**src/rtl/caesar_pkg.sv**
```systemverilog
// Shared types and constants for the Caesar-cipher front end, encoder and display wrappers.
package caesar_pkg;

  typedef enum logic [1:0] {
    IDLE  = 2'd0,
    ISSUE = 2'd1,
    WAIT  = 2'd2,
    SHOW  = 2'd3
  } state_e;

  localparam logic [4:0] IDLE_CODE = 5'b01010;
  localparam logic [3:0] DIGIT_MAX = 4'd9;

  // Shift a BCD digit by a BCD key, wrapping at 10.
  function automatic logic [3:0] add_mod10(input logic [3:0] d, input logic [3:0] k);
    logic [4:0] sum;
    sum = {1'b0, d} + {1'b0, k};
    if (sum >= 5'd10) sum = sum - 5'd10;
    return sum[3:0];
  endfunction

endpackage

```
**src/rtl/rise_detect.sv**
```systemverilog
// Rising-edge detector for a button level; the history flop resets to RST_VAL.
module rise_detect #(
  parameter logic RST_VAL = 1'b1
) (
  input  logic clk,
  input  logic reset,
  input  logic sig_i,
  output logic rise_c
);

  logic sig_q;

  always_ff @(posedge clk) begin
    if (!reset) sig_q <= RST_VAL;
    else        sig_q <= sig_i;
  end

  assign rise_c = sig_i & ~sig_q;

endmodule

```
**src/rtl/caesar_sequencer.sv**
```systemverilog
// Latches keypad digits, shifts them by the key, runs them through the encoder
// handshake, then scans the returned codes to the display.
module caesar_sequencer
  import caesar_pkg::*;
#(
  parameter int unsigned DEPTH   = 4,
  parameter int unsigned TIMEOUT = 16,
  parameter int unsigned DWELL   = 25_000_000
) (
  input  logic                         clk,
  input  logic                         reset,
  input  logic [3:0]                   digit,
  input  logic                         ready,
  input  logic [3:0]                   key,
  input  logic                         start,
  output logic                         enc_req,
  output logic [3:0]                   enc_digit,
  input  logic                         enc_ack,
  input  logic [4:0]                   enc_code,
  output logic [4:0]                   code_out,
  output logic                         code_valid,
  output logic                         busy,
  output logic [$clog2(DEPTH+1)-1:0]   count,
  output logic                         err
);

  localparam int unsigned CNT_W = $clog2(DEPTH + 1);
  localparam int unsigned IDX_W = (DEPTH > 1) ? $clog2(DEPTH) : 1;
  localparam int unsigned TMR_W = $clog2(TIMEOUT + 1);
  localparam int unsigned DWL_W = $clog2(DWELL + 1);

  state_e               state_q, state_d;
  logic [CNT_W-1:0]     count_q, count_d;
  logic [IDX_W-1:0]     idx_q, idx_d;
  logic [3:0]           key_q, key_d;
  logic [TMR_W-1:0]     timer_q, timer_d;
  logic [DWL_W-1:0]     dwell_q, dwell_d;
  logic                 err_q, err_d;
  logic                 enc_req_q, enc_req_d;
  logic [3:0]           enc_digit_q, enc_digit_d;
  logic [4:0]           code_out_q, code_out_d;
  logic                 code_valid_q, code_valid_d;
  logic                 busy_q, busy_d;
  logic [3:0]           buf_q [DEPTH];
  logic [3:0]           buf_d [DEPTH];
  logic [4:0]           res_q [DEPTH];
  logic [4:0]           res_d [DEPTH];

  logic ready_rise_c, start_rise_c;
  logic last_c, wait_done_c;

  // History flops load 1 so a button held through reset yields no edge.
  rise_detect #(.RST_VAL(1'b1)) u_ready_rise (
    .clk    (clk),
    .reset  (reset),
    .sig_i  (ready),
    .rise_c (ready_rise_c)
  );

  rise_detect #(.RST_VAL(1'b1)) u_start_rise (
    .clk    (clk),
    .reset  (reset),
    .sig_i  (start),
    .rise_c (start_rise_c)
  );

  assign last_c = ((CNT_W'(idx_q) + CNT_W'(1)) == count_q);

  always_comb begin
    state_d     = state_q;
    count_d     = count_q;
    idx_d       = idx_q;
    key_d       = key_q;
    timer_d     = timer_q;
    dwell_d     = dwell_q;
    err_d       = err_q;
    buf_d       = buf_q;
    res_d       = res_q;
    wait_done_c = 1'b0;

    case (state_q)
      IDLE: begin
        // A start edge always wins; a same-cycle ready edge is dropped.
        if (start_rise_c) begin
          if (key > DIGIT_MAX) begin
            err_d = 1'b1;
          end else if (count_q != '0) begin
            key_d   = key;
            idx_d   = '0;
            state_d = ISSUE;
          end
        end else if (ready_rise_c) begin
          if ((digit > DIGIT_MAX) || (count_q == CNT_W'(DEPTH))) begin
            err_d = 1'b1;
          end else begin
            for (int unsigned i = 0; i < DEPTH; i++) begin
              if (CNT_W'(i) == count_q) buf_d[i] = digit;
            end
            count_d = count_q + CNT_W'(1);
          end
        end
      end

      ISSUE: begin
        timer_d = '0;
        state_d = WAIT;
      end

      WAIT: begin
        if (enc_ack) begin
          res_d[idx_q] = enc_code;
          wait_done_c  = 1'b1;
        end else if (timer_q == TMR_W'(TIMEOUT - 1)) begin
          res_d[idx_q] = IDLE_CODE;
          err_d        = 1'b1;
          wait_done_c  = 1'b1;
        end else begin
          timer_d = timer_q + TMR_W'(1);
        end
        if (wait_done_c) begin
          if (last_c) begin
            idx_d   = '0;
            dwell_d = '0;
            state_d = SHOW;
          end else begin
            idx_d   = idx_q + IDX_W'(1);
            state_d = ISSUE;
          end
        end
      end

      SHOW: begin
        if (start_rise_c) begin
          count_d = '0;
          idx_d   = '0;
          state_d = IDLE;
        end else if (dwell_q == DWL_W'(DWELL - 1)) begin
          dwell_d = '0;
          idx_d   = last_c ? '0 : idx_q + IDX_W'(1);
        end else begin
          dwell_d = dwell_q + DWL_W'(1);
        end
      end

      default: state_d = IDLE;
    endcase

    // Outputs are registered against the next state so they line up with it.
    enc_req_d    = (state_d == ISSUE);
    enc_digit_d  = (state_d == ISSUE) ? add_mod10(buf_d[idx_d], key_d) : enc_digit_q;
    busy_d       = (state_d == ISSUE) || (state_d == WAIT);
    code_valid_d = (state_d == SHOW);
    code_out_d   = (state_d == SHOW) ? res_d[idx_d] : IDLE_CODE;
  end

  always_ff @(posedge clk) begin
    if (!reset) begin
      state_q      <= IDLE;
      count_q      <= '0;
      idx_q        <= '0;
      key_q        <= '0;
      timer_q      <= '0;
      dwell_q      <= '0;
      err_q        <= 1'b0;
      enc_req_q    <= 1'b0;
      enc_digit_q  <= '0;
      code_out_q   <= IDLE_CODE;
      code_valid_q <= 1'b0;
      busy_q       <= 1'b0;
    end else begin
      state_q      <= state_d;
      count_q      <= count_d;
      idx_q        <= idx_d;
      key_q        <= key_d;
      timer_q      <= timer_d;
      dwell_q      <= dwell_d;
      err_q        <= err_d;
      enc_req_q    <= enc_req_d;
      enc_digit_q  <= enc_digit_d;
      code_out_q   <= code_out_d;
      code_valid_q <= code_valid_d;
      busy_q       <= busy_d;
    end
  end

  // Buffers are qualified by count, so they carry no reset.
  always_ff @(posedge clk) begin
    buf_q <= buf_d;
    res_q <= res_d;
  end

  assign enc_req    = enc_req_q;
  assign enc_digit  = enc_digit_q;
  assign code_out   = code_out_q;
  assign code_valid = code_valid_q;
  assign busy       = busy_q;
  assign count      = count_q;
  assign err        = err_q;

endmodule

```
**config.mk**
```make
export PLATFORM = sky130hd
export DESIGN_NAME = caesar_sequencer
export DESIGN_NICKNAME = d
export VERILOG_FILES = /design/src/rtl/caesar_pkg.sv /design/src/rtl/rise_detect.sv /design/src/rtl/caesar_sequencer.sv
export SDC_FILE = /design/constraint.sdc
export NUM_CORES = 1
export LEC_CHECK = 0
export ABC_CLOCK_PERIOD_IN_PS = 4720
export BUFFER_PORTS_ARGS = -buffer_cell sky130_fd_sc_hd__buf_2
export CAP_MARGIN = 15
export CORE_MARGIN = 4
export CORE_UTILIZATION = 40
export CTS_CLUSTER_SIZE = 16
export DETAILED_ROUTE_END_ITERATION = 6
export GPL_TIMING_DRIVEN = 1
export PLACE_DENSITY = 0.68
export SETUP_SLACK_MARGIN = 0.4
export SYNTH_ARGS = -nofsm -noshare
export SYNTH_HDL_FRONTEND = slang
export SYNTH_SLANG_ARGS = --single-unit
```
**constraint.sdc**
```tcl
create_clock -name clk -period 4.72 [get_ports clk]
set_input_delay 0.472 -clock clk [delete_from_list [all_inputs] [get_ports clk]]
set_output_delay 0.472 -clock clk [all_outputs]
set_load 0.01 [all_outputs]
```
==> results.py, run 1 <==
metrics = {
    "run_status": {
        "status": "finished, final reports clean",
    },
    "power_and_ir_drop": {
        "leakage_nw": 2.03,
        "swShare": 0.231,
        "max-vdd-ir-drop_uv": 188,
        "p_clk_frac": 0.412,
        "seqPwrFrac": 0.502,
        "combinationalPowerShare": 0.087,
        "power.total_mw": 1.61,
        "p_sw_mw": 0.371,
        "p_int_mw": 1.23,
        "p_per_area_mw_per_mm2": 312,
    },
    "timing": {
        "fmax_mhz": 247,
        "drv_slew": 0,
        "relSlewSlack": 0.612,
        "setup_tns_ns": 0,
        "finalSetupViolCount": 0,
        "hold_viol": 0,
        "grt_setup_unrepaired": "no",
        "finalCriticalPeriod_ns": 4.05,
        "fin_ws_ns": 0.672,
        "tightestPinTransition_ns": 0.579,
        "post-route-period-util": 0.858,
        "fin_skew_ns": 0.00837,
    },
    "placed_design": {
        "pre_cts_slack_ns": 0.319,
        "io_buffers": 33,
        "dp_hpwl_um": 7490,
        "placed_area_mm2": 0.00484,
        "gp_congestion": 0.817,
    },
    "global_routing": {
        "grt_pass1_vias": 3567,
        "antenna_found_initial": 0,
        "gr-total-overflow": 0,
        "grt_usage": 0.157,
        "grt_pass1_wl_um": 16800,
        "grt_max_degree": 32,
    },
    "run": {
        "drv_cap": 0,
    },
    "yosys": {
        "syn-instance-count": 500,
        "async_flop_share": 0,
        "syn_avg_cell_area_um2": 9.14,
        "syn_nets": 538,
        "synth_edf_count": 0,
        "ys_warn_count": 0,
        "yosysMostFrequentCell": "dfxtp_1",
        "ys_seq_area_frac": 0.403,
        "synth_area_leaders": "dfxtp_1 40%, mux2_2 5.9%, ha_1 5.2%",
        "netlist.area_leader.share": 0.403,
        "netlist_area_mm2": 0.00457,
        "synth_commonest_cells": "92 x dfxtp_1, 59 x nor2_1, 39 x a21oi_1",
        "synth_cell_types": 65,
        "ys_ff_latch": 92,
        "synth_top_area_cell": "dfxtp_1",
        "ys.flop_type": "dfxtp_1",
    },
    "clock_tree": {
        "cts_tree": "built",
        "clock_latency_ns": 0.34,
        "cts_made_buffers": 9,
        "clockRootBuffer": "clkbuf_16",
        "cts_sinks": 92,
        "cts_buffer_depth": 2,
        "post_cts_buffers": 0,
        "clk_pin_slew_ns": 0.06,
        "htree_levels": 3,
        "ctsHoldBuffers": 0,
    },
    "final_layout": {
        "antenna_cells": 0,
        "nets": 563,
        "drive_gt1_frac": 0.192,
        "syn_to_final_growth_pct": 12.5,
        "design_area_mm2": 0.00514,
    },
    "setup_path": {
        "rr_worst_depth": 17,
        "timing.rr.start": "idx_q[1]",
        "cp.arrival_ns": 4.32,
        "crit_required_ns": 4.99,
        "worst-setup-path-type": "flop to flop",
        "r2r_slack_ns": 0.67,
        "cpLargestDelayFamily": "adder cells",
        "slowest_delay_ns": 0.42,
        "cpMaxStageDelayCell": "dfxtp_1",
        "cp_max_fo": 5,
        "cp_cell_sequence": "inv_1 > ha_1 > xor2_1 > o31a_2 > a22oi_4 > and3_4 > mux2i_1 > mux2i_1 > ha_1 > inv_1 > fa_1 > xor2_2 > ha_1 > nand2_1 > a21boi_1 > mux2_2 > a21oi_1",
        "crit_buf_inv": 2,
        "cp_common_cell": "ha_1",
        "end_kind": "flop",
        "cp-start-kind": "flop",
        "r2r_end": "enc_digit[2]",
    },
    "detailed_routing": {
        "post_drt_wl_per_cell_um": 15.2,
        "first_pass_iters": 4,
        "ant_nets": 0,
        "drt_iter0_markers": 202,
        "drt-total-wl_um": 10200,
        "vias_per_cell": 5.40,
        "drc": 0,
        "vias": 3620,
    },
    "floorplan": {
        "row_count": 38,
        "initial_core_util": 0.414,
        "io_pins": 34,
        "fp.dieH_um": 115,
        "dieWidth_um": 115,
        "dieArea_mm2": 0.0132,
        "core_area_mm2": 0.0110,
    },
    "hold_path": {
        "hp-class": "input port to flop",
        "hold_depth": 2,
        "min_from": "ready",
        "hold_end": "u_ready_rise.sig_q",
    },
}
metrics by stage:
| stage | cells | util | hold WS, ns |
|---|---|---|---|
| floorplan | 500 | - | 0.434 |
| global placement | 654 | 0.439 | 0.446 |
| detailed placement | 654 | 0.439 | 0.455 |
| CTS | 670 | 0.464 | 0.326 |
| global route | 670 | 0.466 | 0.331 |
| finish | 670 | 0.466 | 0.338 |
power groups by stage:
stage / sequential (mW) / clock (mW) / combinational [mW]
3_3_place_gp: 0.822 / 0 / 0.128
2_1_floorplan: 0.821 / 0 / 0.0979
6_report: 0.805 / 0.661 / 0.139
4_1_cts: 0.806 / 0.679 / 0.135
3_5_place_dp: 0.823 / 0 / 0.134
5_1_grt: 0.807 / 0.707 / 0.155
layout by cell type (no fill, tap or decap), drive strengths merged, types with 5 or more instances in the layout:
cell type  instances
nor4               8
and2               9
inv               16
buf               38
ha                19
dfxtp             92
mux2i             20
mux2              27
a22o               8
nand2b             6
xor2               5
a211oi             8
or3                5
and3              10
a21oi             39
clkbuf            13
nand2             26
nor3              16
nand4             10
a31oi              5
nor2              62
o21ai             12
xnor2             16
nand3             15
logic make-up (layout without fill, tap and decap cells):
group	Yosys count	count (layout)	share of synthesized area
simple gates	182	182	0.212
compound gates	97	97	0.139
flops	92	92	0.403
mux	47	47	0.112
buf+inv	41	71	0.0372
xor+xnor	21	21	0.0403
fa+ha+maj	20	20	0.0564
worst max path at each step:
stage,from,to,depth (start not counted)
6_report,idx_q[1],enc_digit[2],17
2_1_floorplan,idx_q[0],enc_digit[2],19
3_3_place_gp,idx_q[0],enc_digit[2],17
3_5_place_dp,idx_q[0],enc_digit[2],17
5_1_grt,timer_q[0],enc_digit[2],18
4_1_cts,count[0],enc_digit[2],15
cell type report:
type / count / area (um^2)
Clock buffer: 13 / 250
Fill cell: 1063 / 5890
Multi-Input combinational cell: 367 / 2580
Tap cell: 140 / 175
Clock inverter: 3 / 22.5
Timing Repair Buffer: 38 / 203
Sequential cell: 92 / 1850
Inverter: 17 / 63.8
layer usage:
layer | vias to the layer above | wire length [um] | global-route usage | part of all wire
li1 | 1824 | - | - | -
met1 | 1717 | 4890 | 0.206 | 0.48
met2 | 69 | 4750 | 0.257 | 0.47
met3 | 10 | 450 | 0.0353 | 0.044
met4 | 0 | 116 | 0.0516 | 0.011
met5 | - | 0 | 0 | 0
sequential cells by signal, summed over array words and instances, names as in the netlist:
register            flops
key_q                   4
count                   3
res_q                  20
err                     1
buf_q                  16
timer_q                 5
code_out                5
busy                    1
state_q                 2
enc_digit               4
dwell_q                25
u_ready_rise.sig_q      1
u_start_rise.sig_q      1
enc_req                 1
idx_q                   2
code_valid              1
worst reg2reg max path, cell delays in order, from the launching register on:
cell	delay, ns
dfxtp_1	0.42
inv_1	0.10
ha_1	0.31
xor2_1	0.19
o31a_2	0.38
a22oi_4	0.21
and3_4	0.28
mux2i_1	0.08
mux2i_1	0.14
ha_1	0.19
inv_1	0.06
fa_1	0.42
xor2_2	0.20
ha_1	0.22
nand2_1	0.07
a21boi_1	0.22
mux2_2	0.36
a21oi_1	0.13
repair_timing:
action | 4_1_cts | 5_1_grt
gates resized for setup | 2 | 8
setup endpoints to repair | 1 | 2
hold endpoints to repair | 0 | 0
(Power assumes the default switching activity.)
==> inputs of run 2 (changes only) <==
--- a/config.mk
+++ b/config.mk
@@ -8,7 +8,7 @@
 export ABC_CLOCK_PERIOD_IN_PS = 4720
 export BUFFER_PORTS_ARGS = -buffer_cell sky130_fd_sc_hd__buf_2
 export CAP_MARGIN = 15
-export CORE_MARGIN = 4
+export CORE_MARGIN = 5
 export CORE_UTILIZATION = 40
 export CTS_CLUSTER_SIZE = 16
 export DETAILED_ROUTE_END_ITERATION = 6
==> results.py, run 2 (synthesis gave the netlist of run 1 again) <==
metrics = {
    "power_and_ir_drop": {
        "combinationalPowerShare": 0.084,
        "p_int_mw": 1.34,
        "p_clk_frac": 0.446,
        "max-vdd-ir-drop_uv": 250,
        "p_per_area_mw_per_mm2": 329,
        "leakage_nw": 2.07,
        "power.total_mw": 1.72,
        "swShare": 0.216,
        "seqPwrFrac": 0.469,
        "p_sw_mw": 0.371,
    },
    "final_layout": {
        "drive_gt1_frac": 0.204,
        "largest_reg_flops": 25,
        "design_area_mm2": 0.00522,
        "final_cell_mix": "90 x dfxtp_1, 59 x nor2_1, 38 x a21oi_1, 33 x buf_2, 26 x nand2_1",
        "final_common_cell": "dfxtp_1",
        "nets": 567,
        "reg_top3": "dwell_q (25), res_q (20), buf_q (16)",
        "final_cells": 677,
        "antenna_cells": 0,
        "post-route-util": 0.461,
        "regMostFlops": "dwell_q",
        "syn_to_final_growth_pct": 14.3,
    },
    "setup_path": {
        "slowest_delay_ns": 0.45,
        "end_kind": "flop",
        "cp_max_fo": 6,
        "worst-setup-path-type": "flop to flop",
        "timing.rr.start": "count[1]",
        "r2r_end": "enc_digit[2]",
        "cp-start-kind": "flop",
        "critPathLaunch": "count[1]",
        "r2r_slack_ns": 0.64,
        "cp.arrival_ns": 4.35,
        "cpMaxStageDelayCell": "dfxtp_1",
        "crit_required_ns": 4.99,
        "rr_worst_depth": 15,
        "cp_cell_sequence": "inv_1 > ha_1 > a211oi_2 > and4_2 > and3_1 > mux2_2 > mux2_2 > mux2_2 > ha_1 > a21o_1 > a21oi_1 > xnor2_1 > a21boi_2 > mux2_2 > a21oi_1",
        "crit_path_end": "enc_digit[2]",
        "cp_common_cell": "mux2_2",
    },
    "run": {
        "drv_cap": 0,
    },
    "detailed_routing": {
        "drt-total-wl_um": 10300,
        "post_drt_wl_per_cell_um": 15.3,
        "vias_per_cell": 5.42,
        "ant_nets": 0,
        "drt_iter0_markers": 169,
        "first_pass_iters": 5,
        "vias": 3666,
        "drc": 0,
    },
    "clock_tree": {
        "clock_latency_ns": 0.34,
        "cts_tree": "built",
        "cts_buffer_depth": 2,
        "htree_levels": 3,
        "clk_pin_slew_ns": 0.06,
        "cts_sinks": 92,
        "clockRootBuffer": "clkbuf_16",
        "cts_made_buffers": 9,
    },
    "timing": {
        "post-route-period-util": 0.864,
        "tightestPinTransition_ns": 0.817,
        "fmax_mhz": 245,
        "drv_slew": 0,
        "hold_viol": 0,
        "setup_tns_ns": 0,
        "grt_setup_unrepaired": "no",
        "fin_skew_ns": 0.00654,
        "fin_ws_ns": 0.642,
        "finalCriticalPeriod_ns": 4.08,
        "finalSetupViolCount": 0,
        "whs_ns": 0.343,
        "relSlewSlack": 0.455,
    },
    "global_routing": {
        "antenna_found_initial": 0,
        "grt_pass1_wl_um": 17300,
        "grt_max_degree": 25,
        "gr-total-overflow": 0,
        "grt_pass1_vias": 3569,
        "grt_usage": 0.158,
    },
    "floorplan": {
        "row_count": 39,
        "fp.dieH_um": 117,
        "core_area_mm2": 0.0113,
        "dieWidth_um": 117,
        "initial_core_util": 0.404,
        "dieArea_mm2": 0.0137,
        "io_pins": 34,
    },
    "placed_design": {
        "pre_cts_slack_ns": 0.463,
        "placed_area_mm2": 0.00487,
        "io_buffers": 33,
        "dpl.cell_count": 660,
        "dp_hpwl_um": 7470,
        "gp_congestion": 0.865,
    },
    "run_status": {
        "status": "finished, final reports clean",
    },
    "hold_path": {
        "hp-class": "input port to flop",
    },
}
==> run 2: cell types whose count changed in the layout (fill, tap and decap cells not counted), sizes merged <==
cell      delta
clkinv       +1
buf          +4
bufinv       +2
clkbuf       -1
clkinvlp     -2
==> run 2: worst min path at each step <==
stage,from,end,cells after the start
final,ready,u_ready_rise.sig_q,2
after global placement,err,err,2
after detailed placement,res_q[8],res_q[8],1
after global routing,ready,u_ready_rise.sig_q,2
after CTS,ready,u_ready_rise.sig_q,2
after floorplan,buf_q[1],buf_q[1],1
==> run 2: layout make-up <==
cell class,count,area [um^2]
Clock inverter,4,72.6
Timing Repair Buffer,42,233
Fill cell,1076,6100
Sequential cell,92,1840
Clock buffer,12,246
Multi-Input combinational cell,367,2580
Inverter,17,63.8
Tap cell,143,179
==> run 2: critical path: cells and delay by family (launching register included) <==
family | cells | cell delay, ns
AND/OR/NAND/NOR | 2 | 0.60
adder cells (fa/ha/maj) | 2 | 0.47
XOR/XNOR | 1 | 0.15
multiplexers | 4 | 1.26
flip-flops | 1 | 0.45
AO/OA/AOI/OAI | 5 | 0.97
buffers and inverters | 1 | 0.10
==> run 2: power groups by stage <==
stage	Sequential (mW)	Combinational [mW]	Clock, mW
2_1_floorplan	0.821	0.0979	0
3_3_place_gp	0.822	0.129	0
3_5_place_dp	0.823	0.133	0
4_1_cts	0.805	0.135	0.785
5_1_grt	0.807	0.161	0.814
6_report	0.805	0.145	0.766
==> run 2: metal layers <==
metal  wire length, um  track usage  part of all wire
met4               140       0.0520             0.014
met5                 0            0                 0
met1              4750        0.209              0.46
met2              4790        0.255              0.46
met3               655       0.0375             0.063
==> run 2: timing repair <==
item	in CTS	in global routing
endpoints found under the hold margin	0	0
setup buffers	0	1
resized for setup	0	11
hold buffers	0	0
setup endpoints to repair	0	2
==> inputs of run 3 (changes only) <==
--- a/config.mk
+++ b/config.mk
@@ -14,6 +14,7 @@
 export DETAILED_ROUTE_END_ITERATION = 6
 export GPL_TIMING_DRIVEN = 1
 export PLACE_DENSITY = 0.68
+export REMOVE_ABC_BUFFERS = 1
 export SETUP_SLACK_MARGIN = 0.4
 export SYNTH_ARGS = -nofsm -noshare
 export SYNTH_HDL_FRONTEND = slang
==> results.py, run 3 (synthesis gave the netlist of run 1 again) <==
metrics = {
    "final_layout": {
        "post-route-util": 0.457,
        "register_area_mm2": 0.00185,
        "final_cells": 674,
        "antenna_cells": 0,
        "design_area_mm2": 0.00517,
        "drive_gt1_frac": 0.194,
        "largest_reg_flops": 25,
        "syn_to_final_growth_pct": 13.2,
        "final_cell_mix": "89 x dfxtp_1, 59 x nor2_1, 38 x a21oi_1, 33 x buf_2, 26 x nand2_1",
        "nets": 565,
        "nFillCells": 1120,
        "regMostFlops": "dwell_q",
        "multiInputGateArea_mm2": 0.00257,
        "final_common_cell": "dfxtp_1",
        "reg_top3": "dwell_q (25), res_q (20), buf_q (16)",
    },
    "global_routing": {
        "grt_pass1_vias": 3462,
        "grt_max_degree": 32,
        "antenna_found_initial": 0,
        "gr-total-overflow": 0,
        "grt_pass1_wl_um": 16800,
        "grt_usage": 0.152,
    },
    "setup_path": {
        "rr_worst_depth": 15,
        "cp_max_fo": 7,
        "cp-start-kind": "flop",
        "worst-setup-path-type": "flop to flop",
        "cp.arrival_ns": 4.34,
        "crit_required_ns": 4.99,
        "end_kind": "flop",
    },
    "clock_tree": {
        "clockRootBuffer": "clkbuf_16",
        "post_cts_buffers": 0,
        "cts_made_buffers": 9,
        "clock_latency_ns": 0.34,
        "cts_buffer_depth": 2,
        "cts_sinks": 92,
        "cts_tree": "built",
        "clk_pin_slew_ns": 0.06,
        "htree_levels": 3,
    },
    "detailed_routing": {
        "vias_per_cell": 5.40,
        "vias": 3640,
        "post_drt_wl_per_cell_um": 15.0,
        "drt-total-wl_um": 10100,
        "ant_nets": 0,
        "first_pass_iters": 4,
        "drt_iter0_markers": 246,
        "drc": 0,
    },
    "placed_design": {
        "pre_cts_slack_ns": 0.305,
        "dpl.cell_count": 659,
        "gp_congestion": 0.869,
        "placed_area_mm2": 0.00486,
        "dp_hpwl_um": 7350,
        "io_buffers": 33,
    },
    "timing": {
        "fmax_mhz": 246,
        "hold_viol": 0,
        "finalSetupViolCount": 0,
        "fin_ws_ns": 0.651,
        "whs_ns": 0.335,
        "grt_setup_unrepaired": "no",
        "fin_skew_ns": 0.00634,
        "post-route-period-util": 0.862,
        "setup_tns_ns": 0,
        "drv_slew": 0,
        "relSlewSlack": 0.532,
        "tightestPinTransition_ns": 0.697,
        "finalCriticalPeriod_ns": 4.07,
    },
    "floorplan": {
        "row_count": 39,
        "io_pins": 34,
        "initial_core_util": 0.404,
        "core_area_mm2": 0.0113,
        "dieWidth_um": 117,
        "dieArea_mm2": 0.0137,
        "fp.dieH_um": 117,
    },
    "run": {
        "drv_cap": 0,
    },
    "power_and_ir_drop": {
        "p_per_area_mw_per_mm2": 320,
        "power.total_mw": 1.65,
        "leakage_nw": 2.06,
        "max-vdd-ir-drop_uv": 219,
    },
    "hold_path": {
        "hold_depth": 2,
        "hp-class": "input port to flop",
    },
    "run_status": {
        "status": "finished, final reports clean",
    },
}
[run 3: layout make-up]
class | instances | area share
clock buffers | 11 | 0.0470
clock inverters | 4 | 0.00944
inverters | 17 | 0.0123
multi-input cells | 367 | 0.498
flip-flops and latches | 92 | 0.357
well taps | 143 | 0.0346
repair buffers | 40 | 0.0421
[run 3: what timing repair did]
action / 4_1_cts / 5_1_grt
resized for setup: 2 / 5
hold buffers: 0 / 0
endpoints found under the setup margin: 1 / 2
[run 3: where the power goes]
group	total, mW	internal (mW)	switching, mW
sequential	0.805	0.799	0.00666
clock	0.712	0.422	0.290
combinational	0.137	0.0637	0.0729
total	1.65	1.28	0.369
[run 3: path summary, 6_finish.rpt]
| kind | endpoint | startpoint | slack (ns) |
|---|---|---|---|
| worst max-delay path | enc_digit[2] | count[0] | 0.65 |
| worst min register to register | err | err | 0.47 |
| worst max register to register | enc_digit[2] | count[0] | 0.65 |
| worst min-delay path | u_ready_rise.sig_q | ready | 0.34 |
[run 3: worst max-delay path, stage by stage, from the launching register on]
cell and delay [ns]:
dfxtp_2 0.41, inv_1 0.09, ha_1 0.22, a211oi_2 0.27, and4_1 0.32, and3_1 0.31, mux2_2 0.37, mux2_2 0.28
mux2_2 0.28, ha_1 0.27, a21o_1 0.17, a21oi_1 0.17, xnor2_1 0.13, a21boi_1 0.23, mux2_2 0.36, a21oi_1 0.13
[run 3: per-layer routing]
metal	vias to the layer above	track usage	wire length, um
met1	1715	0.210	4930
met4	0	0.0512	169
met5	-	0	0
met3	14	0.0339	382
li1	1831	-	-
met2	80	0.235	4620
